## config.mk

```make
export PLATFORM = sky130hd
export DESIGN_NAME = xpushs_bank
export DESIGN_NICKNAME = d
export VERILOG_FILES = /design/src/rtl/xpushs_bank.sv
export SDC_FILE = /design/constraint.sdc
export NUM_CORES = 1
export LEC_CHECK = 0
export BUFFER_PORTS_ARGS = -buffer_cell sky130_fd_sc_hd__buf_4
export CAP_MARGIN = 25
export CORE_MARGIN = 2
export CORE_UTILIZATION = 55
export DETAILED_ROUTE_END_ITERATION = 8
export PLACE_DENSITY = 0.76
export SLEW_MARGIN = 10
export SYNTH_ARGS = -nofsm -noshare
export SYNTH_HDL_FRONTEND = slang
export SYNTH_SLANG_ARGS = --single-unit
export TNS_END_PERCENT = 1
```

## constraint.sdc

```tcl
create_clock -name clk -period 1.5 [get_ports clk]
set_input_delay 0.225 -clock clk [delete_from_list [all_inputs] [get_ports clk]]
set_output_delay 0.225 -clock clk [all_outputs]
set_load 0.005 [all_outputs]
```

## src/rtl/xpushs_bank.sv

```systemverilog
// xpushs_bank: N-channel push-button front end (sync, debounce, press capture with valid/ack).
// Define XPUSHS_AUTOREPEAT_EN to add periodic repeat events while a button is held.
module xpushs_bank #(
    parameter int N_BTN           = 4,
    parameter int DEBOUNCE_CYCLES = 16,
    parameter int REPEAT_CYCLES   = 1000
) (
    input  logic             clk,
    input  logic             rst,
    input  logic             sel,
    input  logic [N_BTN-1:0] btn_in,
    input  logic             ack,
    output logic             valid,
    output logic [N_BTN-1:0] data_out,
    output logic [N_BTN-1:0] btn_state
);

    localparam int            DW      = $clog2(DEBOUNCE_CYCLES);
    localparam logic [DW-1:0] DB_LAST = DW'(DEBOUNCE_CYCLES - 1);

    logic [N_BTN-1:0] s1;
    logic [N_BTN-1:0] s2;
    logic [N_BTN-1:0] stable;
    logic [N_BTN-1:0] stable_d;
    logic [N_BTN-1:0] rise;
    logic [N_BTN-1:0] press;
    logic [N_BTN-1:0] pending;
    logic [DW-1:0]    db_cnt [N_BTN];
    logic             clr;

    if (N_BTN < 1 || N_BTN > 16) begin : g_bad_n_btn
        $error("xpushs_bank: N_BTN must be in 1..16");
    end
    if (DEBOUNCE_CYCLES < 2) begin : g_bad_debounce
        $error("xpushs_bank: DEBOUNCE_CYCLES must be >= 2");
    end
    if (REPEAT_CYCLES < 2) begin : g_bad_repeat
        $error("xpushs_bank: REPEAT_CYCLES must be >= 2");
    end

    // A level change is accepted only after DEBOUNCE_CYCLES consecutive disagreeing samples.
    always_ff @(posedge clk or posedge rst) begin
        if (rst) begin
            s1       <= '0;
            s2       <= '0;
            stable   <= '0;
            stable_d <= '0;
            for (int i = 0; i < N_BTN; i++) begin
                db_cnt[i] <= '0;
            end
        end else begin
            s1       <= btn_in;
            s2       <= s1;
            stable_d <= stable;
            for (int i = 0; i < N_BTN; i++) begin
                if (s2[i] == stable[i]) begin
                    db_cnt[i] <= '0;
                end else if (db_cnt[i] == DB_LAST) begin
                    stable[i] <= s2[i];
                    db_cnt[i] <= '0;
                end else begin
                    db_cnt[i] <= db_cnt[i] + 1'b1;
                end
            end
        end
    end

    assign rise = stable & ~stable_d;

`ifdef XPUSHS_AUTOREPEAT_EN
    localparam int            RW       = $clog2(REPEAT_CYCLES);
    localparam logic [RW-1:0] RPT_LAST = RW'(REPEAT_CYCLES - 1);

    logic [RW-1:0]    rpt_cnt [N_BTN];
    logic [N_BTN-1:0] rpt_fire;

    always_comb begin
        rpt_fire = '0;
        for (int i = 0; i < N_BTN; i++) begin
            rpt_fire[i] = (rpt_cnt[i] == RPT_LAST);
        end
    end

    assign press = rise | rpt_fire;

    // Hold timer restarts on every event of its channel, so repeats are evenly spaced.
    always_ff @(posedge clk or posedge rst) begin
        if (rst) begin
            for (int i = 0; i < N_BTN; i++) begin
                rpt_cnt[i] <= '0;
            end
        end else begin
            for (int i = 0; i < N_BTN; i++) begin
                if (!stable[i] || press[i]) begin
                    rpt_cnt[i] <= '0;
                end else begin
                    rpt_cnt[i] <= rpt_cnt[i] + 1'b1;
                end
            end
        end
    end
`else
    assign press = rise;
`endif

    // New events are OR-ed in after the clear, so a press never gets lost to a concurrent ack.
    always_ff @(posedge clk or posedge rst) begin
        if (rst) begin
            pending <= '0;
        end else begin
            pending <= (pending & ~{N_BTN{clr}}) | press;
        end
    end

    assign clr       = sel & ack & valid;
    assign valid     = |pending;
    assign data_out  = sel ? pending : '0;
    assign btn_state = stable;

endmodule

```

==> results of run 1 <==
[timing repair]
action	4_1_cts	5_1_grt
hold buffers	5	0
cloned	0	0
hold endpoints to repair	40	0
setup buffers	2	0
setup endpoints to repair	1	1
pin swaps	0	1
[power by group through the flow]
stage                     logic [mW]  clock network, mW  registers, mW
after global routing           0.132              0.714           1.05
after detailed placement       0.102                  0           1.06
after floorplan               0.0692                  0           1.05
after CTS                      0.114              0.695           1.04
after global placement        0.0964                  0           1.05
final                          0.110              0.666           1.04
[critical path, stage by stage, from the launching register on]
cell     delay, ns
dfrtp_1       0.39
or4_1         0.51
buf_4         0.15
[final cells by class]
type,count,share of cell area [%]
flip-flops and latches,36,53.9
multi-input cells,62,25.6
repair buffers,24,11.5
clock inverters,3,2.54
clock buffers,5,2.24
well taps,30,2.24
inverters,9,2.02
[metal layers]
metal,routed length (um),GRT usage (%)
met5,0,0
met4,48,10.3
met3,104,7.50
met2,1030,28.9
met1,865,20.8
[cells by family (layout without fill, tap and decap cells)]
logic type	count (synthesis)	count (layout)	synth area share, %
buffers and inverters	9	41	2.48
xor gates and xnor gates	8	8	5.14
muxes	4	4	3.58
AOI/OAI and AO/OA	17	17	6.52
adders and majority gates	4	4	3.67
and+or+nand+nor	29	29	12.5
DFF	36	36	66.1
[cells in the final DEF, fill, tap and decap left out]
cell type,Yosys,final
a21oi_1,8,8
a311oi_1,1,1
and2_1,3,3
and2_2,1,1
buf_4,0,19
bufinv_16,0,1
clkbuf_4,0,5
clkinv_2,0,1
clkinvlp_4,0,1
dfrtp_1,36,36
dlygate4sd3_1,0,5
ha_1,4,4
inv_1,9,9
mux2_2,3,3
mux2_4,1,1
nand2_1,5,5
nand3_1,4,4
nand4b_1,4,4
nor2_1,4,4
nor2b_1,4,4
nor3b_1,3,3
o21ai_0,8,8
or4_1,1,1
xnor2_1,8,8
[final timing paths]
| kind | from | endpoint | slack, ns | depth (start not counted) |
|---|---|---|---|---|
| min in group asynchronous | rst | pending[0]$_DFF_PP0_ | 0.52 | 4 |
| max in group asynchronous | rst | s2[1]$_DFF_PP0_ | 0.66 | 4 |
| max reg2reg | db_cnt[4]$_DFF_PP0_ | btn_state[2]$_DFFE_PP0P_ | 0.25 | 3 |
| min | ack | pending[3]$_DFF_PP0_ | 0.23 | 4 |
| max | pending[1]$_DFF_PP0_ | valid | -0.11 | 2 |
| min reg2reg | s1[0]$_DFF_PP0_ | s2[0]$_DFF_PP0_ | 0.34 | 0 |
[cell usage after synthesis]
library cell and number:
dfrtp_1 36, inv_1 9, a21oi_1 8, o21ai_0 8, xnor2_1 8, nand2_1 5, ha_1 4, nand3_1 4
nand4b_1 4, nor2_1 4, nor2b_1 4, and2_1 3, mux2_2 3, nor3b_1 3, a311oi_1 1, and2_2 1
mux2_4 1, or4_1 1
[state kept, by name (all words and copies together) (netlist names)]
name and flops:
db_cnt 16, s1 4, stable_d 4, btn_state 4
pending 4, s2 4
==> metrics.txt, run 1 <==
status complete, but fails checks; violated checks setup timing; Root Buffer Master clkbuf_4; Synth Instances 107; total gr overflow 0; biggest area consumer among synthesized cells dfrtp_1; critical path required time approximately 1.3 ns; synth unique cells 18; Slew @ Worst Pin 0.427 ns; H-Tree Depth 2; Hold Worst Slack 0.230 ns; peak supply drop between 1 and 1.5 mV; # port buffers 16; clock sink total 36; dpl hpwl 1.46 mm; TritonCTS Buffers 5; first-pass GRT wire length 3.55 mm; Die Y 53.8 um; Synth Warn # 0; final WL 2.05 mm; CP Max Fanout 2; Final GP Congestion 0.693; Post-Layout Cell Count 169; worst-skew pair later-pin latency 0.34 ns; Fin. Hold Viols 0; Hold WC Path Type in2reg; Final Max Slew Viols 0; DRC 0; register area 901 sq um; Die X 53.8 um; Final Cycle Share 107%; area post-placement between 1500 and 2000 sq um; Int Power 1.41 mW; CP Launch Type flip-flop; critical path type reg2out; power per cell area 1090 nW/um^2; top cell type's share of synthesized area 66.1%; main area contributors after synthesis dfrtp_1, xnor2_1, ha_1; FMAX slightly above 600 MHz; Setup Skew 0.0162 ns; area of the multi-input gates ~430 sq um; Place WS 0.253 ns; Global Route Usage Sum 18.2%; Worst slew margin a little under three quarters; setup TNS -0.105 ns; IO Count 17; Comb pwr share 6.1%; post-cts sizing count 0; CTS tree built; Clk network pwr share 36.7%; Vias/cell between 5 and 6; CTS clk-pin slew, worst paths roughly 0.11 ns; fin crit period between 1.5 and 2 ns; antenna diode count 0; Post-Syn Area per Cell about 13 sq um; initial core utilization roughly 57%; sequential fraction of design power approximately 57%; Sw Ratio ~22%; NetSw 0.404 mW; maxcap violations 0; number of fill cells ~180; Post-Syn Nets 119; Core Region between 2000 and 2500 sq um; WL/cell 12.1 um; post-layout util 69.4%; num rows 18; RSZ-0062 raised after global routing true; iteration-0 DRC count of the detailed router 15; #FFs+latches synth 36; Area growth syn-to-layout 22.8%; post-route setup slack -0.105 ns; CP endpoint kind primary output; Total Power 1.82 mW; sequential-to-total area share from yosys stat approximately 66%; initial antenna violation count 0; layout cell share with drive strength beyond 1 23.0%; NumNets Final 150; P_leak 0.788 nW; maximum number of pins on one net before global-route repair 37; Setup Viol. Count Final 1; maximum clock insertion buffer count 2; Critical Path AT 1.38 ns; vias in the first global route 838; via count 852; die area 2890 sq um; Final Instance Area 1670 sq um; Mapped Area between 1000 and 1500 sq um; DR pass1 iterations 3; placed cells ~150; Final ANT Viol Nets 0
No activity file was read; power rests on OpenSTA's default activity.
==> run 2: changes to the inputs <==
- CORE_UTILIZATION: 55 -> 40
- PLACE_DENSITY: 0.76 -> not set
==> run 2 against run 1 <==
The flow still finishes with violations (setup timing). Wire length up 0.73%. Non-clock buffer count is the same. Sequential share of layout area grew 0.20 points. Core utilization is 19 points lower. Register-to-register slack better by 0.02 ns. Clock power shrank 32%. Sequential cell count did not move. Clock skew decreased by 0.0052 ns. Worst hold slack better by 0.031 ns. First-iteration DRC count increased by 67%. Clock-buffer cell count increased by 1. Largest cell class unchanged. Combinational power barely moved.
==> metrics.txt, run 2 (synthesis gave the netlist of run 1 again) <==
Core Region 3310 sq um (+37%); num rows 21 (+3); area of the multi-input gates 432 sq um (+0.88%); Worst slew margin 70.5% (-1.0 points); initial core utilization 41.2% (-15 points); Final GP Congestion 0.669 (-3.5%); CTS clk-pin slew, worst paths 0.10 ns (about the same); CP Launch Type flip-flop; FMAX 627 MHz (+0.68%); first-pass GRT wire length 3.57 mm (+0.79%); Fin. Hold Viols 0 (unchanged); Global Route Usage Sum 11.8% (-6.4 points); commonest cells after routing, fill and taps aside dfrtp_1, buf_4, inv_1; vias in the first global route 859 (+2.5%); DR pass1 iterations 2 (-1); setup TNS -0.0946 ns (+0.0109 ns); Final Cycle Share 106% (-0.73 points); iteration-0 DRC count of the detailed router 25 (+10); dpl hpwl 1.38 mm (-5.3%); final WL 2.06 mm (+0.73%); total gr overflow 0 (unchanged); critical path required time 1.27 ns (about the same); maximum number of pins on one net before global-route repair 37 (unchanged); CTS tree built; Setup Skew 0.0109 ns (-0.00524 ns); initial antenna violation count 0 (unchanged); layout cell share with drive strength beyond 1 22.5% (-0.56 points); power per cell area 962 nW/um^2 (-11%); Critical Path AT 1.37 ns (about the same); Die Y 62.4 um (+16%); maximum clock insertion buffer count 2 (unchanged); status complete, but fails checks; number of fill cells 312 (+71%); P_leak 0.774 nW (-1.8%); clock sink total 36 (unchanged); Largest register FFs 16 (unchanged); Die X 62.4 um (+16%); register area 901 sq um (unchanged); Final Max Slew Viols 0 (unchanged); post-route setup slack -0.0946 ns (+0.0109 ns); Slew @ Worst Pin 0.442 ns (+0.0153 ns); Setup Viol. Count Final 1 (unchanged); WL/cell 11.2 um (-7.5%); TritonCTS Buffers 5 (unchanged); commonest non-fill, non-tap cell in the layout dfrtp_1; Area growth syn-to-layout 22.3%; fin crit period 1.59 ns (-0.0109 ns); Vias/cell 4.74 (-6.0%); Hold WC Path Type in2reg; peak supply drop 0.565 mV (-49%); critical path type reg2out; DRC 0 (unchanged); Final ANT Viol Nets 0 (unchanged); maxcap violations 0 (unchanged); via count 872 (+2.3%); Hold Worst Slack 0.261 ns (+0.0305 ns); die area 3890 sq um (+34%); CP Max Fanout 2 (unchanged); H-Tree Depth 2 (unchanged); RSZ-0062 raised after global routing true; Top reg by flops db_cnt; IO Count 17 (unchanged); worst-skew pair later-pin latency 0.32 ns (-0.02 ns); CP endpoint kind primary output; NumNets Final 150 (unchanged); # port buffers 16 (unchanged); Root Buffer Master clkbuf_4; violated checks setup timing; antenna diode count 0 (unchanged); post-layout util 50.3% (-19 points)
run 2: changes by cell type in the layout (fill, tap and decap cells not counted):
cell        previous run  this run
clkinvlp_4             1         0
clkbuf_1               0         1
or4_4                  0         1
or4_1                  1         0
buf_4                 19        18
bufinv_16              1         0
buf_6                  0         1
run 2: repair_timing:
item                                   CTS  global route
cloned                                   0             0
setup buffers                            2             0
hold buffers                             5             0
setup endpoints to repair                1             1
pin swaps                                0             1
gates resized for setup                  0             2
endpoints found under the hold margin   13             0
run 2: area by class of cell:
type | count | area share (%)
Multi-Input combinational cell | 62 | 25.9
Timing Repair Buffer | 24 | 11.8
Clock buffer | 6 | 2.48
Tap cell | 46 | 3.45
Sequential cell | 36 | 54.1
Clock inverter | 1 | 0.300
Inverter | 9 | 2.03
run 2: path summary, 6_finish.rpt:
kind | startpoint | to | slack [ns] | cells past startpoint
max | pending[1]$_DFF_PP0_ | valid | -0.09 | 2
min reg2reg | s1[1]$_DFF_PP0_ | s2[1]$_DFF_PP0_ | 0.34 | 0
max in group asynchronous | rst | s1[2]$_DFF_PP0_ | 0.63 | 4
min in group asynchronous | rst | db_cnt[10]$_DFF_PP0_ | 0.55 | 4
min | ack | pending[3]$_DFF_PP0_ | 0.26 | 4
max reg2reg | db_cnt[4]$_DFF_PP0_ | btn_state[2]$_DFFE_PP0P_ | 0.27 | 3
run 2: power breakdown:
group	internal, mW	leakage, nW	switching, mW	total, mW
registers	1.01	0.474	0.0312	1.04
logic	0.0581	0.272	0.0528	0.111
clock network	0.173	0.0281	0.281	0.454
total	1.24	0.774	0.365	1.60
run 2: critical path: stages, from the launching register on:
cell	delay, ns
dfrtp_1	0.39
or4_4	0.53
buf_6	0.13
run 2: metrics by stage:
stage,cell area [sq um],setup WS (ns),instances,total power [mW]
after floorplan,1360,0.341,107,1.12
after global placement,1550,0.264,170,1.15
after detailed placement,1550,0.254,170,1.16
after CTS,1660,-0.0972,184,1.63
after global routing,1670,-0.123,184,1.69
final,1670,-0.0946,184,1.60
run 2: routing by layer:
layer  share of wire, %  global-route usage [%]
met5                  0                       0
met1                 46                    13.4
met2                 50                    20.2
met3                3.4                    3.62
met4               0.73                    5.83
==> run 3: changes to the inputs <==
- CORE_UTILIZATION: 40 -> 30
- SETUP_SLACK_MARGIN: not set -> 0.15
==> run 3 against run 2 <==
The flow still finishes with violations (setup timing). Largest power group unchanged. Design area grew 0.60%. Maximum frequency grew 2.5%. Sequential power is essentially flat. Non-clock buffer count shrank 4. Cell count grew 1.6%. Worst hold slack lost 0.22 ns. Largest cell class unchanged.
==> metrics.txt, run 3 (synthesis gave the netlist of run 1 again) <==
status complete, but fails checks; violated checks setup timing; critical path type reg2out; layout cell share with drive strength beyond 1 23.0% (+0.50 points); CP top delay family simple AND/OR/NAND/NOR gates; IO Count 17 (unchanged); Setup Skew 0.00418 ns (-0.00674 ns); first-pass GRT wire length 3.95 mm (+11%); Place WS 0.236 ns (-0.0179 ns); Worst slew margin 70.9% (+0.39 points); post-route setup slack -0.0554 ns (+0.0391 ns); via count 839 (-3.8%); max incr delay on CP 0.52 ns (about the same); maximum number of pins on one net before global-route repair 37 (unchanged); CP Launch Type flip-flop; Core Region 4350 sq um (+32%); commonest non-fill, non-tap cell in the layout dfrtp_1; FMAX 643 MHz (+2.5%); Area growth syn-to-layout 23.0%; maximum clock insertion buffer count 2 (unchanged); peak supply drop 0.429 mV (-24%); P_leak 0.779 nW (+0.60%); Global Route Usage Sum 10.2% (-1.6 points); die area 5100 sq um (+31%); iteration-0 DRC count of the detailed router 71 (+180%); vias in the first global route 868 (+1.0%); CTS Hold Bufs 0 (-5); GR Util met2 15.0% (-5.2 points); dpl hpwl 1.46 mm (+5.9%); CP endpoint kind primary output; CP Max Fanout 2 (unchanged); Worst R2R Path Depth 3 (unchanged); register area 901 sq um (unchanged); DR pass1 iterations 4 (+2); post-layout util 38.5% (-12 points); final WL 2.14 mm (+3.9%); antenna diode count 0 (unchanged); Worst Path Buf+Inv 1 (unchanged); worst-skew pair later-pin latency 0.29 ns (-0.03 ns); TritonCTS Buffers 5 (unchanged); NumNets Final 146 (-2.7%); Crit path depth 2 (unchanged); WL/cell 11.5 um (+2.3%); # port buffers 16 (unchanged); gr busiest metal met2; initial core utilization 31.3% (-9.9 points); number of fill cells 429 (+38%); maxcap violations 0 (unchanged); num rows 24 (+14%); Slew @ Worst Pin 0.436 ns (-0.00588 ns); H-Tree Depth 2 (unchanged); CTS clk-pin slew, worst paths 0.07 ns (-0.03 ns); initial antenna violation count 0 (unchanged); DRC 0 (unchanged); Setup Viol. Count Final 1 (unchanged); area of the multi-input gates 429 sq um (-0.58%); CTS tree built; critical path required time 1.27 ns (about the same); M1 GR Usage 12.6% (-0.80 points); Largest register FFs 16 (unchanged); Fin. Hold Viols 0 (unchanged); Critical-path top delay cell or4_1; Final ANT Viol Nets 0 (unchanged); CP Cell Sequence or4_1 > buf_4; Final Cycle Share 104% (-2.6 points); total gr overflow 0 (unchanged); clock sink total 36 (unchanged); fin crit period 1.56 ns (-0.0391 ns); Top reg by flops db_cnt; Die Y 71.4 um (+14%); RSZ-0062 raised after global routing true; Root Buffer Master clkbuf_8; Final Max Slew Viols 0 (unchanged); Hold WC Path Type in2async; met3 Usage GRT 4.36% (+0.74 points); power per cell area 1100 nW/um^2 (+14%); Critical Path AT 1.33 ns (-0.04 ns); Die X 71.4 um (+14%); commonest cells after routing, fill and taps aside dfrtp_1, buf_4, inv_1; Final GP Congestion 0.768 (+15%); Vias/cell 4.49 (-5.3%)
==> run 3: cell count changes in the layout (fill, tap and decap cells not counted), sizes merged <==
cell	previous run	this run
dlygate4sd3	5	0
buf	19	20
clkbuf	6	8
clkinv	1	0
==> run 3: metal layers <==
layer | wire [um] | vias up | part of all wire [%]
met4 | 56 | 0 | 2.6
met1 | 955 | 402 | 45
met5 | 0 | - | 0
met3 | 129 | 6 | 6.0
li1 | - | 409 | -
met2 | 1000 | 22 | 47
==> run 3: where the power goes <==
group	internal, mW	switching [mW]	total (mW)
logic	0.0493	0.0506	0.0999
registers	1.01	0.0325	1.04
clock network	0.374	0.326	0.700
==> run 3: what timing repair did <==
action                     CTS  global route
pin swaps                    0             0
buffers inserted             2             1
resized for setup            0             3
setup endpoints to repair    1             2
==> run 3: worst register-to-register path, stage by stage (launching register included) <==
cell,delay (ns)
dfrtp_1,0.41
ha_1,0.25
nand3_1,0.12
mux2_2,0.34
==> run 3: per-stage QoR <==
stage	TNS, ns	total power, mW	std cells	area (sq um)	hold slack [ns]
6_report	-0.0554	1.84	187	1680	0.0389
5_1_grt	-0.0959	1.94	187	1680	0.0290
4_1_cts	-0.0660	1.88	186	1660	0.0299
3_5_place_dp	0	1.16	176	1560	0.336
3_3_place_gp	0	1.15	176	1560	0.333
2_1_floorplan	0	1.12	107	1360	0.256
==> run 3: final timing paths <==
| path | from | end | slack (ns) |
|---|---|---|---|
| min in group clk | btn_in[1] | s1[1]$_DFF_PP0_ | 0.04 |
| max in group asynchronous | rst | s1[2]$_DFF_PP0_ | 1.15 |
| max reg2reg | db_cnt[0]$_DFF_PP0_ | btn_state[3]$_DFFE_PP0P_ | 0.27 |
| max | pending[2]$_DFF_PP0_ | valid | -0.06 |
| min reg2reg | s1[1]$_DFF_PP0_ | s2[1]$_DFF_PP0_ | 0.35 |
| min | rst | s1[1]$_DFF_PP0_ | 0.04 |
==> run 3: final cells by class <==
| type | count | area share, % |
|---|---|---|
| sequential | 36 | 53.7 |
| multi-input combinational | 62 | 25.6 |
| timing repair buffer | 20 | 9.40 |
| clock buffer | 8 | 5.37 |
| tap | 52 | 3.88 |
| inverter | 9 | 2.01 |
